`src/rtl/muldiv_hilo_writer.sv`:
```
// muldiv_hilo_writer: MIPS HI/LO write generator for MULT/MULTU/DIV/DIVU/MTHI/MTLO.
// Define MULDIV_DIV_ZERO_FAST_EN to complete divide-by-zero without iterating.
module muldiv_hilo_writer (
   input  logic        clk,
   input  logic        rst,
   input  logic        start_i,
   input  logic [2:0]  op_i,
   input  logic [31:0] operand_a_i,
   input  logic [31:0] operand_b_i,
   input  logic [31:0] hi_cur_i,
   input  logic [31:0] lo_cur_i,
   input  logic        flush_i,
   output logic        busy_o,
   output logic        hilo_write_en_o,
   output logic [31:0] hi_o,
   output logic [31:0] lo_o
);
   typedef enum logic [1:0] {IDLE, DIV, DONE} state_t;
   state_t      state_q, state_d;
   logic [31:0] hi_q, hi_d, lo_q, lo_d, rem_q, rem_d, quo_q, quo_d, dvs_q, dvs_d, a_q, a_d;
   logic [4:0]  cnt_q, cnt_d;
   logic        qneg_q, qneg_d, rneg_q, rneg_d, dz_q, dz_d;
   logic        is_mul, is_div, sdiv, valid_op, accept, ok;
   logic [31:0] abs_a, abs_b, rem_n, quo_n, q_fix, r_fix;
   logic [32:0] rem_sh, diff;
   logic [63:0] ext_a, ext_b, prod;

   assign is_mul   = op_i == 3'b001 || op_i == 3'b010;
   assign is_div   = op_i == 3'b011 || op_i == 3'b100;
   assign sdiv     = op_i == 3'b011;
   assign valid_op = op_i != 3'b000 && op_i != 3'b111;
   assign accept   = start_i && valid_op && !flush_i && state_q != DIV;
   assign abs_a    = sdiv && operand_a_i[31] ? -operand_a_i : operand_a_i;
   assign abs_b    = sdiv && operand_b_i[31] ? -operand_b_i : operand_b_i;
   // Low 64 bits of an unsigned product of sign-extended operands equal the signed product
   assign ext_a    = {{32{op_i == 3'b001 && operand_a_i[31]}}, operand_a_i};
   assign ext_b    = {{32{op_i == 3'b001 && operand_b_i[31]}}, operand_b_i};
   assign prod     = ext_a * ext_b;
   assign rem_sh   = {rem_q, quo_q[31]};
   assign diff     = rem_sh - {1'b0, dvs_q};
   assign ok       = !diff[32];
   assign rem_n    = ok ? diff[31:0] : rem_sh[31:0];
   assign quo_n    = {quo_q[30:0], ok};
   assign q_fix    = dz_q ? 32'hFFFF_FFFF : qneg_q ? -quo_n : quo_n;
   assign r_fix    = dz_q ? a_q : rneg_q ? -rem_n : rem_n;

`ifdef MULDIV_DIV_ZERO_FAST_EN
   assign busy_o = !flush_i && ((state_q != DIV && start_i && is_div && operand_b_i != 32'd0) || state_q == DIV);
`else
   assign busy_o = !flush_i && ((state_q != DIV && start_i && is_div) || state_q == DIV);
`endif
   assign hilo_write_en_o = state_q == DONE;
   assign hi_o = hi_q;
   assign lo_o = lo_q;

   always_comb begin
      state_d = state_q;
      hi_d    = hi_q;
      lo_d    = lo_q;
      rem_d   = rem_q;
      quo_d   = quo_q;
      dvs_d   = dvs_q;
      a_d     = a_q;
      cnt_d   = cnt_q;
      qneg_d  = qneg_q;
      rneg_d  = rneg_q;
      dz_d    = dz_q;
      if (flush_i) begin
         state_d = IDLE;
      end else if (accept && is_div) begin
         rem_d   = '0;
         quo_d   = abs_a;
         dvs_d   = abs_b;
         a_d     = operand_a_i;
         cnt_d   = '0;
         qneg_d  = sdiv && (operand_a_i[31] ^ operand_b_i[31]);
         rneg_d  = sdiv && operand_a_i[31];
         dz_d    = operand_b_i == 32'd0;
         state_d = DIV;
`ifdef MULDIV_DIV_ZERO_FAST_EN
         if (operand_b_i == 32'd0) begin
            hi_d    = operand_a_i;
            lo_d    = 32'hFFFF_FFFF;
            state_d = DONE;
         end
`endif
      end else if (accept) begin
         hi_d    = is_mul ? prod[63:32] : op_i == 3'b101 ? operand_a_i : hi_cur_i;
         lo_d    = is_mul ? prod[31:0] : op_i == 3'b110 ? operand_a_i : lo_cur_i;
         state_d = DONE;
      end else if (state_q == DIV) begin
         rem_d = rem_n;
         quo_d = quo_n;
         cnt_d = cnt_q + 5'd1;
         if (cnt_q == 5'd31) begin
            hi_d    = r_fix;
            lo_d    = q_fix;
            state_d = DONE;
         end
      end else if (state_q == DONE) begin
         state_d = IDLE;
      end
   end

   always_ff @(posedge clk or posedge rst) begin
      if (rst) begin
         state_q <= IDLE;
         hi_q    <= '0;
         lo_q    <= '0;
         rem_q   <= '0;
         quo_q   <= '0;
         dvs_q   <= '0;
         a_q     <= '0;
         cnt_q   <= '0;
         qneg_q  <= 1'b0;
         rneg_q  <= 1'b0;
         dz_q    <= 1'b0;
      end else begin
         state_q <= state_d;
         hi_q    <= hi_d;
         lo_q    <= lo_d;
         rem_q   <= rem_d;
         quo_q   <= quo_d;
         dvs_q   <= dvs_d;
         a_q     <= a_d;
         cnt_q   <= cnt_d;
         qneg_q  <= qneg_d;
         rneg_q  <= rneg_d;
         dz_q    <= dz_d;
      end
   end
endmodule

```
`config.mk`:
```
export PLATFORM = sky130hd
export DESIGN_NAME = muldiv_hilo_writer
export DESIGN_NICKNAME = d
export VERILOG_FILES = /design/src/rtl/muldiv_hilo_writer.sv
export SDC_FILE = /design/constraint.sdc
export NUM_CORES = 2
export LEC_CHECK = 0
export CORE_MARGIN = 3
export CORE_UTILIZATION = 35
export CTS_BUF_LIST = sky130_fd_sc_hd__clkbuf_8
export DETAILED_ROUTE_END_ITERATION = 8
export SLEW_MARGIN = 20
export SYNTH_ARGS = -nofsm -noshare
export SYNTH_HDL_FRONTEND = slang
export SYNTH_SLANG_ARGS = --single-unit
export TNS_END_PERCENT = 10
```
`constraint.sdc`:
```
create_clock -name clk -period 19.9 [get_ports clk]
set_clock_uncertainty 0.2 [all_clocks]
set_input_delay 4.975 -clock clk [delete_from_list [all_inputs] [get_ports clk]]
set_output_delay 4.975 -clock clk [all_outputs]
set_load 0.05 [all_outputs]
```
Yosys cells after proc, flatten, opt, wreduce, memory -nomap -nowiden
Index checks and enable logic that the tools add are counted.

Register bits after elaboration: 202. Latch bits: 0. RAM bits: 0. ROM bits: 0. Output and inout port bits: 66. Memories: 0.

$add $sub $neg: 6. Multiply operators: 1. Div/mod/pow operators: 0. Magnitude comparators: 0. Equal/unequal tests: 13. Shift operators: 0. Muxes and demuxes: 32. Bitwise logic cells: 3. Reduce and logical (&&, ||, !) cells: 28.

Operator list (number): $mux 32 (23); $neg 32->32 (4); $mul 33x33->64 (1); $sub 33x32->33 (1); $logic_not 32->1 (1); $mux 5 (3); $logic_and 1x1->1 (13); $mux 2 (6); $eq 3x3->1 const B (3); $eq 3x2->1 const B (2); $reduce_bool 2->1 (3); $add 5x1->5 const B (1); $eq 5x5->1 const B (1); $ne 5x3->1 const B (1); $reduce_bool 5->1 (1); $ne 2x1->1 const B (2); $reduce_and 2->1 (2); $reduce_and 4->1 (1); $eq 3x1->1 const B (1); $logic_or 1x1->1 (3); $ne 3x3->1 const B (1); $reduce_and 3->1 (1); $reduce_bool 3->1 (1); $eq 2x1->1 const B (1); 4 further kinds (6).

Logic depth before layout (Yosys ltp)
Word-level depth: 8. Gate-level depth with buffers: 37.

Worst setup path before layout
No wires, ideal clock.

Path type: input -> register. Start point: in op_i[0]. End point: reg hi_q[31] (netlist: hi_o[31]). Library setup time: 0.147 ns. Data arrival time: 13.386 ns. Required time: 19.553 ns. Path slack: 6.167 ns. Cell stages on the path: 34. Path through: clkbuf_1 -> nand2_1 -> nor2_1 -> clkbuf_1 -> and2_1 -> clkbuf_1 -> nand2_1 -> inv_1 -> fa_1 -> fa_1 -> fa_1 -> fa_1 -> inv_1 -> fa_1 -> inv_1 -> fa_1 -> inv_1 -> fa_1 -> fa_1 -> inv_1 -> ha_1 -> clkbuf_1 -> a21o_1 -> a21oi_1 -> o221ai_1 -> a21o_1 -> a21oi_1 -> o21ai_0 -> a221oi_1 -> nand2_1 -> a31oi_1 -> xnor2_1 -> a211oi_1 -> a211oi_1.

Longest elaborated chain between the ends: 8. Elaborated cells on any way between the ends: 24. Those cells by class: 1 x mul; 6 x eq/ne; 3 x mux; 1 x bitwise; 13 x reduce/logical.

RTL lines: start, declared (RTL line 7) `input logic [2:0] op_i,`; branches (longest 8 deep; another with $mul 33x33->64); end signal, assigned (RTL line 120) `hi_q <= hi_d;`; end, declared (RTL line 20) `logic [31:0] hi_q, hi_d, lo_q, lo_d, rem_q, rem_d, quo_q, quo_d, dvs_q, dvs_d, a_q, a_d;`.

Parallel ways; which one is timed is not known. A chain may end at the register's enable or synchronous reset.

Worst setup path after layout
Start point: in op_i[1]. End point: reg hi_q[31] (netlist: hi_o[31]).

The elaborated chain is that of the path after synthesis.

==> impl_metrics.tcl <==
set metrics [dict create \
    cts_buffer_depth 3 \
    initial_core_util_pct 35.49 \
    r2r_setup_slack_ns 13.91 \
    drcViolationCount 0 \
    cp_data_arrival_time_ns 16.06 \
    synth_top_area_cell "fa_1" \
    path_max_fanout 21 \
    slew_viol_final 0 \
    wl_met1_um 75210 \
    netlist_area_um2 52840 \
    worst_slew_pin_slew_ns 1.155 \
    io_buffers 200 \
    yosys_warnings 0 \
    cpPeakStageDelay_ns 0.88 \
    vias 42940 \
    row_count 141 \
    dr_wl_met2_um 82340 \
    worstSetupPathType "input pin to flip-flop" \
    cts_tree "built" \
    drive_gt1_share_pct 4.250 \
    grt_pass1_vias 45770 \
    min_path_cells 2 \
    layout_commonest_cell "inv_1" \
    final_cell_mix "inv_1, fa_1, nand2_1" \
    viasPerCell 5.312 \
    grt_use_total_pct 23.53 \
    die_h_um 394.5 \
    cts_resized 0 \
    insertion_delay_ns 0.57 \
    syn_to_final_growth_pct 8.238 \
    crit_required_ns 20.10 \
    routed.top_layer "met5" \
    grt_max_degree 90 \
    reg2reg_depth 21 \
    place_hpwl_um 141700 \
    timing.fmax_ghz 0.06305 \
    detail_route.first_pass.iterations 9 \
    ios 201 \
    period_share_pct 79.70 \
    postCtsSetupRepairBufs 0 \
    layout.nets 7557 \
    seq_area_frac_synth_pct 9.567 \
    hold_class "flip-flop to flip-flop" \
    cts_made_buffers 36 \
    routedWlPerCell_um 22.60 \
    path_clk_slew_ns 0.07 \
    die_x_um 394.5 \
    cts.htree.levels 2 \
    final_hold_viol_count 0 \
    min_to "a_q[11]" \
    wl_met3_um 18510 \
    synth_ff_type "dfrtp_1" \
    slew_headroom_pct 22.97 \
    antenna_found_initial 27 \
    synth-seq-cells 202 \
    gp_congestion 0.9537 \
    ant_nets 0 \
    r2r_end "lo_o[26]" \
    finalWirelength_um 182700 \
    setup_viol 0 \
    post-route-min-period_ns 15.86 \
    grt_setup_unrepaired "false" \
    synth_area_per_cell_um2 8.665 \
    critPathSlowestCell "fa_1" \
    dr.first_iter.drc_count 3899 \
    fin_setup_tns_ns 0 \
    synth_cell_types 91 \
    overflow 0 \
    drv_cap 0 \
    synth_edf_count 0 \
    async_flop_share_pct 100.0 \
    syn-instance-count 6098 \
    cts-hold-fix-buffers 0 \
    netlist.area_leader.share_pct 42.66 \
    cts_sinks 202 \
    synth_area_leaders "fa_1, dfrtp_1, inv_1" \
    core_um2 148900 \
    start_kind "input pin" \
    syn-num-nets 7610 \
    outcome "complete, no violations" \
    grt_pass1_wl_um 282000 \
    holdCritStartpoint "a_q[11]" \
    cts-root-buf "clkbuf_8" \
    die-area_um2 155700 \
    worstSetupEndpointType "flip-flop" \
    timing.rr.start "quo_q[31]" \
]
## cells by family after synthesis
group           share of synthesized area [%]
xor+xnor                                3.398
fa+ha+maj                               48.61
mux                                     1.165
compound gates                          10.18
buf+inv                                 11.48
simple gates                            15.61
flops                                   9.567
## final cells by class
cell class	instances	area, um2
fillers	15100	91710
multi-input cells	4289	41770
flip-flops and latches	202	5055
inverters	1221	4591
repair buffers	295	2505
well taps	2002	2505
clock buffers	43	591.8
clock inverters	21	142.6
diodes	11	27.53
## through the flow
stage               utilization (%)  instance area (um2)  setup slack, ns  cells  hold WS [ns]
detailed placement            37.90                56430            3.622   8009        0.2546
global placement              37.89                56420            3.815   8009        0.2534
CTS                           38.39                57160            4.191   8073        0.2707
floorplan                         -                52840            6.167   6098        0.2376
global route                  38.40                57170            3.470   8078        0.2970
finish                        38.41                57190            4.040   8084        0.2681
## registers in the layout, indices dropped and copies added (netlist names)
register,count
rneg_q,1
hi_o,32
dz_q,1
cnt_q,5
qneg_q,1
a_q,32
dvs_q,32
lo_o,32
state_q,2
quo_q,32
rem_q,32
## synthesized netlist by cell type, types with 8 or more instances
library cell,n
a21o_1,44
a21oi_1,169
o31a_1,9
o21bai_1,18
o31ai_1,38
nand2b_1,35
nand4_1,14
nor3_1,45
a311oi_1,10
o41ai_1,11
xor2_1,73
nor2_1,178
dfrtp_1,202
and2_1,290
o21a_1,17
a22o_1,20
nand3_1,26
ha_1,251
nor2b_1,12
o211ai_1,31
nor3b_1,8
buf_2,10
fa_1,1126
a31oi_1,17
buf_1,70
mux2_2,12
xnor2_1,132
and3_1,28
or4_1,8
o22ai_1,38
o21ai_0,252
clkbuf_1,303
nand3b_1,12
inv_1,1219
or3_1,23
a22oi_1,11
a221oi_1,20
or2_2,13
nor4_1,16
mux2i_1,48
nand2_1,1100
a211oi_1,26
## routing by layer
metal,vias to the layer above,track usage (%)
met5,-,0
met4,18,8.023
met3,384,5.426
met2,1973,37.11
met1,22090,31.83
li1,18480,-
## worst max-delay path by stage
stage	startpoint	slack, ns	endpoint
floorplan	op_i[0]	6.17	hi_o[31]
global placement	op_i[1]	3.81	hi_o[31]
detailed placement	op_i[1]	3.62	hi_o[31]
CTS	op_i[1]	4.19	hi_o[31]
global route	op_i[1]	3.47	hi_o[31]
finish	op_i[1]	4.04	hi_o[31]
## worst max-delay path, delay by kind of cell
family | cells | cell delay [ns]
buffers and inverters | 10 | 2.64
xor gates and xnor gates | 1 | 0.09
adders and majority gates | 9 | 4.65
and+or+nand+nor | 5 | 1.48
AOI/OAI and AO/OA | 10 | 2.16
Power is not shown: default switching activity piles up to over one toggle a cycle in this logic, so the estimate is an artifact.
